[src/rtl/rv32i_pkg.sv]
// Shared RV32I core definitions: widths, control encodings and the ID/EX
// control bundle used by the pipeline registers and the sign extender.
package rv32i_pkg;

  localparam int XLEN       = 32;
  localparam int REG_ADDR_W = 5;

  // Write-back mux select carried on ResultSrc
  typedef enum logic [1:0] {
    RESULT_ALU = 2'd0,
    RESULT_MEM = 2'd1,
    RESULT_PC4 = 2'd2
  } result_src_e;

  typedef enum logic [3:0] {
    ALU_ADD  = 4'd0,
    ALU_SUB  = 4'd1,
    ALU_SLL  = 4'd2,
    ALU_SLT  = 4'd3,
    ALU_SLTU = 4'd4,
    ALU_XOR  = 4'd5,
    ALU_SRL  = 4'd6,
    ALU_SRA  = 4'd7,
    ALU_OR   = 4'd8,
    ALU_AND  = 4'd9,
    ALU_LUI  = 4'd10
  } alu_ctrl_e;

  typedef enum logic [1:0] {
    IMM_I = 2'd0,
    IMM_S = 2'd1,
    IMM_B = 2'd2,
    IMM_J = 2'd3
  } imm_sel_e;

  typedef struct packed {
    logic       reg_write;
    logic       mem_read;
    logic       mem_write;
    logic       branch;
    logic       jump;
    logic       alu_src;
    logic [1:0] result_src;
    logic [3:0] alu_ctrl;
  } id_ex_ctrl_t;

  // Strip every bit that could change architectural state; mux selects are harmless.
  function automatic id_ex_ctrl_t to_bubble(input id_ex_ctrl_t c);
    id_ex_ctrl_t b;
    b           = c;
    b.reg_write = 1'b0;
    b.mem_read  = 1'b0;
    b.mem_write = 1'b0;
    b.branch    = 1'b0;
    b.jump      = 1'b0;
    return b;
  endfunction

endpackage

[src/rtl/load_use_detect.sv]
// Load-use hazard detector: a load in EX whose destination is a source of the
// instruction in ID. Purely combinational so a forwarding unit can reuse it.
module load_use_detect
  import rv32i_pkg::*;
(
  input  logic                  i_ex_valid,
  input  logic                  i_ex_mem_read,
  input  logic [REG_ADDR_W-1:0] i_ex_rd,
  input  logic                  i_id_valid,
  input  logic [REG_ADDR_W-1:0] i_id_rs1,
  input  logic [REG_ADDR_W-1:0] i_id_rs2,
  output logic                  o_hz
);

  logic w_rd_nonzero;
  logic w_src_match;

  assign w_rd_nonzero = (i_ex_rd != '0);
  // rs2 is compared even for I-type: at worst one spurious bubble.
  assign w_src_match  = (i_ex_rd == i_id_rs1) | (i_ex_rd == i_id_rs2);
  assign o_hz         = i_ex_valid & i_ex_mem_read & w_rd_nonzero & i_id_valid & w_src_match;

endmodule

[src/rtl/id_ex_pipeline_reg.sv]
// ID/EX pipeline register with load-use bubble insertion, branch flush,
// downstream stall and a saturating bubble counter.
module id_ex_pipeline_reg
  import rv32i_pkg::*;
#(
  parameter int XLEN  = 32,
  parameter int CNT_W = 16
) (
  input  logic                  Clk,
  input  logic                  Rst_n,
  input  logic                  Stall_In,
  input  logic                  Flush_In,
  input  logic                  Valid_In,
  input  logic [XLEN-1:0]       PC_In,
  input  logic [XLEN-1:0]       Rs1_Data_In,
  input  logic [XLEN-1:0]       Rs2_Data_In,
  input  logic [XLEN-1:0]       Imm_Ext_In,
  input  logic [REG_ADDR_W-1:0] Rs1_Addr_In,
  input  logic [REG_ADDR_W-1:0] Rs2_Addr_In,
  input  logic [REG_ADDR_W-1:0] Rd_Addr_In,
  input  logic [2:0]            Funct3_In,
  input  logic [3:0]            ALU_Ctrl_In,
  input  logic                  ALUSrc_In,
  input  logic                  MemRead_In,
  input  logic                  MemWrite_In,
  input  logic                  RegWrite_In,
  input  logic                  Branch_In,
  input  logic                  Jump_In,
  input  logic [1:0]            ResultSrc_In,
  output logic [XLEN-1:0]       PC_Out,
  output logic [XLEN-1:0]       Rs1_Data_Out,
  output logic [XLEN-1:0]       Rs2_Data_Out,
  output logic [XLEN-1:0]       Imm_Ext_Out,
  output logic [REG_ADDR_W-1:0] Rs1_Addr_Out,
  output logic [REG_ADDR_W-1:0] Rs2_Addr_Out,
  output logic [REG_ADDR_W-1:0] Rd_Addr_Out,
  output logic [2:0]            Funct3_Out,
  output logic [3:0]            ALU_Ctrl_Out,
  output logic                  ALUSrc_Out,
  output logic                  MemRead_Out,
  output logic                  MemWrite_Out,
  output logic                  RegWrite_Out,
  output logic                  Branch_Out,
  output logic                  Jump_Out,
  output logic [1:0]            ResultSrc_Out,
  output logic                  Valid_Out,
  output logic                  Load_Use_Stall,
  output logic [CNT_W-1:0]      Bubble_Count
);

  localparam logic [CNT_W-1:0] CNT_MAX = '1;

  logic [XLEN-1:0]       r_pc;
  logic [XLEN-1:0]       r_rs1_data;
  logic [XLEN-1:0]       r_rs2_data;
  logic [XLEN-1:0]       r_imm_ext;
  logic [REG_ADDR_W-1:0] r_rs1_addr;
  logic [REG_ADDR_W-1:0] r_rs2_addr;
  logic [REG_ADDR_W-1:0] r_rd_addr;
  logic [2:0]            r_funct3;
  id_ex_ctrl_t           r_ctrl;
  logic                  r_valid;
  logic [CNT_W-1:0]      r_bubble_count;

  id_ex_ctrl_t w_ctrl_in;
  logic        w_hz;
  logic        w_bubble;

  assign w_ctrl_in = '{
    reg_write:  RegWrite_In,
    mem_read:   MemRead_In,
    mem_write:  MemWrite_In,
    branch:     Branch_In,
    jump:       Jump_In,
    alu_src:    ALUSrc_In,
    result_src: ResultSrc_In,
    alu_ctrl:   ALU_Ctrl_In
  };

  load_use_detect u_load_use_detect (
    .i_ex_valid    (r_valid),
    .i_ex_mem_read (r_ctrl.mem_read),
    .i_ex_rd       (r_rd_addr),
    .i_id_valid    (Valid_In),
    .i_id_rs1      (Rs1_Addr_In),
    .i_id_rs2      (Rs2_Addr_In),
    .o_hz          (w_hz)
  );

  // Flush outranks stall; a hazard only bubbles when the register is free to move.
  assign w_bubble       = Flush_In | (~Stall_In & w_hz);
  assign Load_Use_Stall = w_hz & ~Flush_In & ~Stall_In;

  // NOTE: sequential state uses non-blocking assignments so every register
  // samples pre-edge values regardless of statement order.
  always_ff @(posedge Clk or negedge Rst_n) begin
    if (!Rst_n) begin
      r_pc       <= '0;
      r_rs1_data <= '0;
      r_rs2_data <= '0;
      r_imm_ext  <= '0;
      r_rs1_addr <= '0;
      r_rs2_addr <= '0;
      r_rd_addr  <= '0;
      r_funct3   <= '0;
      r_ctrl     <= '0;
      r_valid    <= 1'b0;
    end else if (w_bubble) begin
      // Payload fields keep their old values; they are don't-care while invalid.
      r_valid   <= 1'b0;
      r_rd_addr <= '0;
      r_ctrl    <= to_bubble(w_ctrl_in);
    end else if (!Stall_In) begin
      r_pc       <= PC_In;
      r_rs1_data <= Rs1_Data_In;
      r_rs2_data <= Rs2_Data_In;
      r_imm_ext  <= Imm_Ext_In;
      r_rs1_addr <= Rs1_Addr_In;
      r_rs2_addr <= Rs2_Addr_In;
      r_rd_addr  <= Rd_Addr_In;
      r_funct3   <= Funct3_In;
      r_ctrl     <= w_ctrl_in;
      r_valid    <= Valid_In;
    end
  end

  always_ff @(posedge Clk or negedge Rst_n) begin
    if (!Rst_n) begin
      r_bubble_count <= '0;
    end else if (w_bubble && (r_bubble_count != CNT_MAX)) begin
      r_bubble_count <= r_bubble_count + 1'b1;
    end
  end

  assign PC_Out        = r_pc;
  assign Rs1_Data_Out  = r_rs1_data;
  assign Rs2_Data_Out  = r_rs2_data;
  assign Imm_Ext_Out   = r_imm_ext;
  assign Rs1_Addr_Out  = r_rs1_addr;
  assign Rs2_Addr_Out  = r_rs2_addr;
  assign Rd_Addr_Out   = r_rd_addr;
  assign Funct3_Out    = r_funct3;
  assign ALU_Ctrl_Out  = r_ctrl.alu_ctrl;
  assign ALUSrc_Out    = r_ctrl.alu_src;
  assign MemRead_Out   = r_ctrl.mem_read;
  assign MemWrite_Out  = r_ctrl.mem_write;
  assign RegWrite_Out  = r_ctrl.reg_write;
  assign Branch_Out    = r_ctrl.branch;
  assign Jump_Out      = r_ctrl.jump;
  assign ResultSrc_Out = r_ctrl.result_src;
  assign Valid_Out     = r_valid;
  assign Bubble_Count  = r_bubble_count;

endmodule

[config.mk]
export PLATFORM = sky130hd
export DESIGN_NAME = id_ex_pipeline_reg
export DESIGN_NICKNAME = d
export VERILOG_FILES = /design/src/rtl/rv32i_pkg.sv /design/src/rtl/load_use_detect.sv /design/src/rtl/id_ex_pipeline_reg.sv
export SDC_FILE = /design/constraint.sdc
export NUM_CORES = 1
export LEC_CHECK = 0
export ABC_AREA = 1
export BUFFER_PORTS_ARGS = -buffer_cell sky130_fd_sc_hd__buf_2
export CORE_UTILIZATION = 43
export CTS_CLUSTER_DIAMETER = 100
export DETAILED_ROUTE_END_ITERATION = 10
export PLACE_DENSITY = 0.86
export SYNTH_ARGS = -nofsm -noshare
export SYNTH_HDL_FRONTEND = slang
export SYNTH_SLANG_ARGS = --single-unit
[constraint.sdc]
create_clock -name Clk -period 1.6 [get_ports Clk]
set_clock_uncertainty 0.05 [all_clocks]
set_input_delay 0.24 -clock Clk [delete_from_list [all_inputs] [get_ports Clk]]
set_output_delay 0.24 -clock Clk [all_outputs]
set_load 0.005 [all_outputs]
# == Word level (Yosys, flattened, before mapping) ==
# Cells that the tools add are included.
# Widths: inputs -> output; s select.
# op_classes
addsub,1
eq_ne,4
n_mux,6
bitwise,12
reduce_logical,3
# op_table
operator,n
$mux 12,2
$add 16x1->16 const B,1
$ne 16x16->1 const B,1
$eq 5x5->1,2
$mux 5,2
$and 1x1->1,7
$reduce_bool 5->1,1
$not 1->1,3
$mux 1,2
$ne 2x1->1 const B,1
$or 1x1->1,2
$reduce_and 2->1,1
$logic_and 1x1->1,1
# totals
ff_bits,175
output_inout_bits,176

# == Longest topological paths before layout ==
# Gate-level depths: netlist of run 1.
# depth
ltp_word,8
ltp_mapped,12
depth_no_buf,11

# == Modules after synthesis ==
# A second synthesis of run 1 with hierarchy kept.
# unflattened
hier_cells,892
hier_area_um2,7514.7
# by_module_without_submodules
module,instances,cells_per_inst,area_each_um2,seq_area_each_um2
id_ex_pipeline_reg,1,847,7315.8,4379.2
load_use_detect,1,45,198.9,0.0

# == Worst setup path before layout of run 1 ==
# OpenSTA, ideal clock, no wires.
# synth_timing
path_type,register to register
from,"reg r_bubble_count[0], in the netlist Bubble_Count[0]"
to,"reg r_bubble_count[11], in the netlist Bubble_Count[11]"
arrival_time_ns,1.486
setup_slack_ns,-0.053
path_stages_with_launch,8
path_buffers,1
synth_period_minus_slack_ns,1.653
cell_sequence,dfrtp_1 > ha_1 > nand3_1 > nor2_2 > nand4_2 > clkbuf_1 > nand3_1 > nand2_1
# synth_via
elab_chain_cells,2
word_cells_on_any_way,3
classes_between,add/sub: 1; eq/ne: 1; reduce/logical: 1
# synth_lines
item,line_no,text
from (decl),id_ex_pipeline_reg.sv:63,logic [CNT_W-1:0] r_bubble_count;
from (signal assigned),id_ex_pipeline_reg.sv:131,r_bubble_count <= r_bubble_count + 1'b1;
branches (longest 2 deep; another with $add 16x1->16),--,
# Parallel ways; which one is timed is not known.
# A chain may end at the register's enable or synchronous reset.

# == Final worst setup path of run 1 ==
# layout_timing
from,"reg r_rd_addr[0], in the netlist Rd_Addr_Out[0]"
to,out Load_Use_Stall
# layout_via
elab_chain_cells,6
word_cells_on_any_way,9
classes_between,eq/ne: 2; bitwise: 6; reduce/logical: 1
# layout_lines
item,line_no,text
from (decl),id_ex_pipeline_reg.sv:59,logic [REG_ADDR_W-1:0] r_rd_addr;
from (signal assigned),id_ex_pipeline_reg.sv:120,r_rd_addr <= Rd_Addr_In;
$reduce_bool 5->1,load_use_detect.sv:18,assign w_rd_nonzero = (i_ex_rd != '0);
$and 1x1->1 (2 in a row),load_use_detect.sv:21,assign o_hz = i_ex_valid & i_ex_mem_read & w_rd_nonzero & i_id_valid & w_src_match;
$and 1x1->1 (*),load_use_detect.sv:21,
$and 1x1->1 (*) (2 in a row),id_ex_pipeline_reg.sv:92,assign Load_Use_Stall = w_hz & ~Flush_In & ~Stall_In;
to (decl),id_ex_pipeline_reg.sv:47,"output logic Load_Use_Stall,"
# Every way passes the cells marked *; elsewhere a longest branch is shown, timed or not.

==> run summary, run 1 <==
The number of fill cells is 1417. The area growth from synthesis to layout is 41.9%. The hold path endpoint is Imm_Ext_Out[3]$_DFFE_PN0P_.

The placement row count is 48. The clock tree from TritonCTS is built. The arrival time of data at the critical path endpoint is around 1.8 ns. The floorplan die area came out at approximately 0.019 mm^2. For this design the total switching power over the nets is ~0.0032 W.

The share of flip-flops with an asynchronous set or reset is 100%. The cell area reported after detailed placement is 0.00997 mm^2. No sink is reached through more buffers than the 2 on the longest clock path. The first global-routing pass estimated ~38000 um of wire. The overall power is between 0.01 and 0.015 W.

The main combinational cell family by area after synthesis is simple AND/OR/NAND/NOR gates. The number of failing hold endpoints at the final stage is 0. Before antenna repair, the detailed router went through 6 iterations. The pin slew with the least headroom to its limit came out at just under 0.5 ns. The number of nets produced by synthesis came out at 1056. The part of the cycle the worst path needs is 128%.

The number of port buffers came out at 338. Across all register-to-register paths, the minimum setup slack is -0.41 ns. In this run the number of H-tree levels came out at 4. The die boundary height came out at roughly 140 um. The flow ran to the end, but the final reports show violations.

The static leakage power came out at 6.24 nW. The start of the worst register-to-register path is Rd_Addr_Out[0]$_DFFE_PN0P_. The most used flip-flop cell after synthesis is sky130_fd_sc_hd__dfrtp_1. Dividing the detail-routed via count by the number of cells gives ~5.4. The synthesized netlist occupies a cell area of ~0.0078 mm^2. In this run, the number of DRC markers left after iteration 0 of detailed routing was 551. The highest achievable clock rate is around 0.5 GHz. The master cell of the clock root buffer is sky130_fd_sc_hd__clkbuf_16. The number of storage elements in the synthesis netlist came out at between 150 and 200. The adder-cell share of the synthesized area is 0.161%. The floorplan step defined a core boundary enclosing approximately 0.017 mm^2.

The internal power is ~0.0082 W. The type of the setup path with the least slack is reg -> out. The worst setup path is launched from a flip-flop. The total via count after detailed routing is between 8000 and 9000.

The wire length per cell is approximately 17 um. The clock latency on the worst-skew pair is ~0.43 ns. Setup repair after global routing could not meet its margin everywhere.

The cell count after synthesis came out at 892. The power share of the sequential group is between 40% and 50%. The post-route cell area came out at ~0.011 mm^2. Routability-driven placement finished with a final weighted congestion of 0.920.

The count of pins over their slew limit is 0. Summed over all layers, the global routing overflow is 0. On the final layout, the worst hold slack is ~0.015 ns. The clock period minus worst slack is around 2.0 ns. The average instance in the mapped netlist occupies around 8.7 um^2. The worst min-delay path class is in -> reg. The worst setup path startpoint is Rd_Addr_Out[0]$_DFFE_PN0P_. The multiplexer fraction of the synthesized cell area is 0%.

The DRC violations left is 0. The largest fanout of any net on the critical path is 6. The final routed wirelength across all metal layers is 25100 um. The most area-hungry cell type in the Yosys netlist is sky130_fd_sc_hd__dfrtp_1. The number of antenna-violating nets in the routed design is 0.

Sorting the synthesized cells by area gives the leading types as sky130_fd_sc_hd__dfrtp_1 56%, sky130_fd_sc_hd__nand2_1 18%, sky130_fd_sc_hd__nand4_1 14%. The combinational share of power is a little under a fifth. The worst-case vdd ir drop is roughly 0.74 mV. STA classifies the critical path endpoint as a primary output.

Summing all flip-flop and latch instances after layout gives about 0.0044 mm^2. The synthesized netlist devotes less than 1% of its cell area to compound gates. The final reports fail on setup timing.

The number of global-route vias before repair is 7593. The number of maximum-capacitance violations is 0. The total power density per cell area is 1040 mW/mm^2. The synthesized netlist devotes 35.5% of its cell area to simple gates.

The smallest setup slack after layout came out at -0.446 ns. The number of warnings issued by yosys is 0. The share of total power in the clock network is a little over a third. The number of antenna violations at the first check in global routing is 0. The synthesized netlist devotes under 10% of its cell area to XOR and XNOR gates. The effective utilization at floorplan is between 40% and 50%. The count of flip-flops with a built-in enable after synthesis came out at 0. For this design the top-level I/O count stands at about 340. The sequential cell area fraction in the yosys report came out at between 50% and 60%.

The area fraction of the dominant cell type after synthesis is a little under three fifths. In the final layout, the share of cells above drive strength 1 is around a third. The startpoint identified for the worst hold timing path is Imm_Ext_In[3]. The number of sinks driven by the clock tree came out at roughly 180.

Summed over all nets, the half-perimeter wirelength after detailed placement is about 17000 um. Setup violations remaining at the end of the flow were counted as between 150 and 200. In this run the horizontal extent of the chip is between 100 and 150 um. The data required time of the critical path is 1.31 ns.

Net switching is 28.4% of the power. The distinct cell type count after synthesis came out at 23. Entering global routing, the biggest net connects 107 pins. The path depth of the worst reg2reg path is 13. Along the worst hold path, the cell count comes to 3. The worst slew margin relative to its limit came out at slightly below 70%.

The total number of nets in the final design came out at around 1400. The area taken by multi-input logic gates is around 0.0030 mm^2. The worst flop-to-flop path endpoint is Imm_Ext_Out[31]$_DFFE_PN0P_. The number of buffers created by CTS came out at 17.

The global routing usage summed across all routing layers is a little over a quarter. The clock-pin slew on the worst setup and hold paths is 0.07 ns.
[logic make-up (layout without fill, tap and decap cells)]
family	Yosys count	after routing
and+or+nand+nor	602	602
DFF	175	175
buffers and inverters	99	484
xor gates and xnor gates	14	14
adders and majority gates	1	1
AOI/OAI and AO/OA	1	1
other	0	1
[worst max-delay path by stage]
stage                                  end  slack (ns)
2_1_floorplan               Load_Use_Stall       -0.02
3_3_place_gp   Rs2_Data_Out[2]$_DFFE_PN0P_       -0.06
3_5_place_dp   Imm_Ext_Out[31]$_DFFE_PN0P_       -0.18
4_1_cts                     Load_Use_Stall       -0.45
5_1_grt                     Load_Use_Stall       -0.53
6_report                    Load_Use_Stall       -0.45
[cells in the mapped netlist, types with 3 or more instances]
cell                       instances
sky130_fd_sc_hd__dfrtp_1         175
sky130_fd_sc_hd__buf_2            23
sky130_fd_sc_hd__buf_6            10
sky130_fd_sc_hd__inv_1            23
sky130_fd_sc_hd__nand4_1         171
sky130_fd_sc_hd__clkbuf_1         15
sky130_fd_sc_hd__buf_4             5
sky130_fd_sc_hd__nand2_2           3
sky130_fd_sc_hd__nor2_1           16
sky130_fd_sc_hd__buf_1            21
sky130_fd_sc_hd__nand3_1          25
sky130_fd_sc_hd__nand2_1         375
sky130_fd_sc_hd__xnor2_1           6
sky130_fd_sc_hd__xor2_1            8
sky130_fd_sc_hd__nor3_1            6
[worst max-delay path, cell delays in order (launching register included)]
cell,delay (ns)
sky130_fd_sc_hd__dfrtp_2,0.45
sky130_fd_sc_hd__nor2_1,0.10
sky130_fd_sc_hd__nor2_1,0.07
sky130_fd_sc_hd__nor2_2,0.14
sky130_fd_sc_hd__nand3_2,0.10
sky130_fd_sc_hd__nand2_2,0.13
sky130_fd_sc_hd__nand2_8,0.06
sky130_fd_sc_hd__buf_12,0.12
sky130_fd_sc_hd__nor2_4,0.05
sky130_fd_sc_hd__buf_2,0.10
[metal layers]
| metal | global-route usage (%) | vias to the layer above | routed length (um) |
|---|---|---|---|
| met2 | 44.4 | 416 | 12300 |
| met5 | 0 | - | 0 |
| met3 | 6.74 | 72 | 2110 |
| met1 | 31.8 | 3838 | 9780 |
| met4 | 13.6 | 0 | 930 |
| li1 | - | 3753 | - |
[final cells by class]
type | count | area share, %
inverter | 25 | 0.896
sequential | 175 | 39.7
timing repair buffer | 427 | 24.5
tap | 225 | 2.55
antenna | 1 | 0.0227
multi-input combinational | 618 | 27.2
clock buffer | 22 | 4.21
clock inverter | 10 | 0.918
[per-stage QoR]
step | util (%) | setup TNS (ns) | setup WS (ns) | std cells
after floorplan | - | -0.0222 | -0.0222 | 892
after global placement | 57.0 | -4.53 | -0.0646 | 1436
after detailed placement | 57.0 | -20.61 | -0.183 | 1436
after CTS | 62.8 | -56.28 | -0.445 | 1499
after global routing | 63.1 | -68.13 | -0.529 | 1502
final | 63.1 | -50.94 | -0.446 | 1503
[power groups by stage]
stage / Clock [W] / Combinational [W] / Sequential [W]
6_report: 0.00405 / 0.00209 / 0.00529
3_5_place_dp: 0 / 0.00198 / 0.00535
5_1_grt: 0.00431 / 0.00232 / 0.00535
2_1_floorplan: 0 / 0.000749 / 0.00540
4_1_cts: 0.00412 / 0.00208 / 0.00528
3_3_place_gp: 0 / 0.00192 / 0.00533
[registers in the layout (all words and copies together) (netlist names), 2 cells and up]
| register | cells |
|---|---|
| Imm_Ext_Out | 32 |
| PC_Out | 32 |
| Rs1_Data_Out | 32 |
| Rs2_Data_Out | 32 |
| Bubble_Count | 16 |
| Rd_Addr_Out | 5 |
| Rs1_Addr_Out | 5 |
| Rs2_Addr_Out | 5 |
| ALU_Ctrl_Out | 4 |
| Funct3_Out | 3 |
| ResultSrc_Out | 2 |
[what timing repair did]
item                       in CTS  in global routing
setup buffers                   2                  3
setup endpoints to repair     172                176
pin swaps                       4                  4
cloned                          4                  0
gates resized for setup         9                 11
hold endpoints to repair      199                  0
hold buffers                   25                  0
[cell usage in the layout, fill, tap and decap left out, types with 4 or more instances in the layout]
| master | synthesis | layout |
|---|---|---|
| sky130_fd_sc_hd__buf_4 | 5 | 44 |
| sky130_fd_sc_hd__buf_12 | 0 | 13 |
| sky130_fd_sc_hd__nand2_1 | 375 | 374 |
| sky130_fd_sc_hd__clkbuf_16 | 0 | 17 |
| sky130_fd_sc_hd__nand3_1 | 25 | 23 |
| sky130_fd_sc_hd__inv_6 | 0 | 4 |
| sky130_fd_sc_hd__nor2_1 | 16 | 14 |
| sky130_fd_sc_hd__nand4_1 | 171 | 171 |
| sky130_fd_sc_hd__xnor2_1 | 6 | 6 |
| sky130_fd_sc_hd__dlygate4sd3_1 | 0 | 25 |
| sky130_fd_sc_hd__nor3_1 | 6 | 5 |
| sky130_fd_sc_hd__xor2_1 | 8 | 8 |
| sky130_fd_sc_hd__dfrtp_1 | 175 | 173 |
| sky130_fd_sc_hd__inv_1 | 23 | 22 |
| sky130_fd_sc_hd__buf_2 | 23 | 337 |
No activity file was read; power rests on OpenSTA's default activity.
==> inputs of run 2 (changes only) <==
- CELL_PAD_IN_SITES_DETAIL_PLACEMENT: unset -> 0
- CELL_PAD_IN_SITES_GLOBAL_PLACEMENT: unset -> 1
- CORE_UTILIZATION: 43 -> 31
- PLACE_DENSITY: 0.86 -> 0.87
==> run summary, run 2 (synthesized netlist as in run 1, its figures left out) <==
The clock latency on the worst-skew pair is 0.42 ns (about the same). The cell family contributing the most delay on the critical path is simple AND/OR/NAND/NOR gates. The placeable core area is 0.0245 mm^2 (+40%). The total area of sequential cells came out at 0.00438 mm^2 (about the same).

The clock period minus worst slack was 1.95 ns (-0.0939 ns). The worst hold-check slack is 0.0143 ns (-0.000735 ns). CTS placed an instance of sky130_fd_sc_hd__clkbuf_16 at the clock tree root. TritonCTS built the clock tree. The final routed wirelength across all metal layers came to 24300 um (-3.3%). The number of buffers created by CTS came out at 17 (unchanged). The worst min-delay path class is in -> reg. The highest achievable clock rate came out at 0.512 GHz (+4.8%). The number of cells on the critical path came out at 9 (unchanged).

The number of fill cells came out at 2412 (+70%). The worst-case vdd ir drop is 0.621 mV (-16%). The pin slew with the least headroom to its limit is 0.366 ns (-0.116 ns). The smallest setup slack after layout is -0.353 ns (+0.0939 ns). The largest fanout of any net on the critical path is 7 (+1).

The critical path in this run is classified as reg -> out. The worst setup path is launched from a flip-flop. The number of maximum-capacitance violations came out at 0 (unchanged). The area taken by multi-input logic gates came out at 0.00297 mm^2 (-1.2%). The antenna diode instance count came to 0 (-1). The vias per cell is 4.90 (-8.8%). Setup repair after global routing could not meet its margin everywhere. The type of element capturing the critical path is a primary output. The part of the cycle the worst path needs came out at 122% (-5.9 points). The number of antenna-violating nets in the routed design is 0 (unchanged).

The worst hold path stage count is 3 (unchanged). The arrival time of data at the critical path endpoint came out at 1.66 ns (-0.10 ns). The count of pins over their slew limit was 0 (unchanged).

The wire length per cell came out at 15.3 um (-8.2%). The worst slew margin relative to its limit came to 75.4% (+7.5 points). The placement row count is 57 (+19%).

The clock tree buffer depth is 2 (unchanged). The clock-pin slew on the worst setup and hold paths was 0.08 ns (about the same). The final reports fail on setup timing. The most frequent standard cell in the layout excluding fill and tap cells is sky130_fd_sc_hd__nand2_1.

The data required time of the critical path came out at 1.31 ns (about the same). The pin count of the biggest net entering global routing was 66 (-38%). The total overflow reported by the global router is 0 (unchanged). The number of failing hold endpoints at the final stage is 0 (unchanged). The effective utilization at floorplan is 31.8% (-13 points). The CTS H-tree depth is 4 (unchanged).

The global routing usage summed across all routing layers came out at 19.1% (-7.5 points). The number of sinks driven by the clock tree came out at 175 (unchanged). The total power density per cell area is 1080 mW/mm^2 (+3.9%). The post-route cell area came out at 0.0110 mm^2 (-0.64%).

The I/O pin count is 339 (unchanged). The floorplan die area came out at 0.0257 mm^2 (+38%). The slowest stage of the critical path is the sky130_fd_sc_hd__dfrtp_2 cell.

The cell area reported after detailed placement is 0.0101 mm^2 (+1.5%). The path depth of the worst reg2reg path is 12 (-1). The first-pass iteration count of the detailed router is 5 (-1).

The chip width is 160 um (+18%). The detailed router's first-iteration violation count came to 616 (+12%). By instance count, the cell type seen most on the critical path is sky130_fd_sc_hd__nor2_1. The number of antenna violations at the first check in global routing is 0 (unchanged). The total via count after detailed routing is 7759 (-4.0%). The weighted congestion reported at the end of routability-driven placement is 0.837 (-9.0%). The total number of nets in the final design came to 1412 (-1.1%). The final setup violation count was 175 (-0.57%). The critical path goes through nor2_1 > nor2_1 > nor2_1 > nand3_1 > nand2_2 > nand2_8 > buf_8 > nor2_4 > buf_2. The number of global-route vias before repair came to 7485 (-1.4%). The share of layout cells above drive strength 1 is 35.5% (+0.27 points). The number of port buffers came to 338 (unchanged). The die boundary height was 160 um (+18%).

The static leakage power is 6.13 nW (-1.8%). The wire length of the first global-routing pass came out at 39700 um (+3.7%). The library cells used most frequently in the layout, excluding fill and tap cells, are 374 x sky130_fd_sc_hd__nand2_1, 337 x sky130_fd_sc_hd__buf_2, 172 x sky130_fd_sc_hd__dfrtp_1. The HPWL after detailed placement is 17100 um (+3.0%). The flow ran to the end, but the final reports show violations. The stage delay of the slowest cell on the critical path is 0.45 ns (about the same).

The combined buffer and inverter count along the critical path is 2 (unchanged). The DRC violations left came out at 0 (unchanged). The setup TNS after final layout is -47.06 ns (+3.88 ns). From synthesis to final layout, the design area changed by 41.0%.
[run 2: worst min-delay path: cells and delay by family]
kind,cells,cell delay (ns)
and+or+nand+nor,2,0.12
buffers and inverters,1,0.09
[run 2: path summary, 6_finish.rpt]
| check | from | end | slack [ns] |
|---|---|---|---|
| max | Rd_Addr_Out[0]$_DFFE_PN0P_ | Load_Use_Stall | -0.35 |
| min | PC_In[15] | PC_Out[15]$_DFFE_PN0P_ | 0.01 |
| max reg2reg | Rd_Addr_Out[0]$_DFFE_PN0P_ | Rs1_Data_Out[14]$_DFFE_PN0P_ | -0.34 |
| min reg2reg | Rs1_Data_Out[20]$_DFFE_PN0P_ | Rs1_Data_Out[20]$_DFFE_PN0P_ | 0.42 |
| max in group asynchronous | Rst_n | PC_Out[26]$_DFFE_PN0P_ | 0.64 |
| min in group asynchronous | Rst_n | Bubble_Count[14]$_DFFE_PN0P_ | 0.24 |
[run 2: area by class of cell]
cell class | instances | area share (%)
sequential | 175 | 40.0
clock buffer | 17 | 3.88
clock inverter | 13 | 1.80
multi-input combinational | 618 | 27.1
inverter | 25 | 0.901
timing repair buffer | 411 | 22.7
tap | 324 | 3.70
[run 2: power breakdown]
| group | switching, W | leakage (nW) | internal (W) |
|---|---|---|---|
| Clock | 0.00186 | 0.302 | 0.00264 |
| Combinational | 0.00106 | 3.64 | 0.000950 |
| Sequential | 0.000335 | 2.19 | 0.00495 |
[run 2: through the flow]
step                utilization, %  cells  total power [W]  setup WS, ns
CTS                           44.8   1582           0.0120        -0.390
finish                        44.8   1583           0.0118        -0.353
floorplan                        -    892          0.00615       -0.0222
detailed placement            41.4   1534          0.00736        -0.211
global placement              41.4   1534          0.00732        -0.129
global route                  44.8   1583           0.0125        -0.479
[run 2: routing by layer]
metal  vias up  GRT usage, %  share of wire [%]
met1      3674          24.8                 43
met4         0          5.67                2.1
met3        33          4.83                7.5
li1       3722             -                  -
met2       330          31.3                 48
met5         -             0                  0
[run 2: timing repair]
action | in CTS | in global routing
pin swaps | 6 | 3
gates resized for setup | 9 | 5
gates cloned | 0 | 0
setup endpoints to repair | 170 | 176
hold buffers | 14 | 0
endpoints found under the hold margin | 53 | 0
setup buffers | 4 | 1
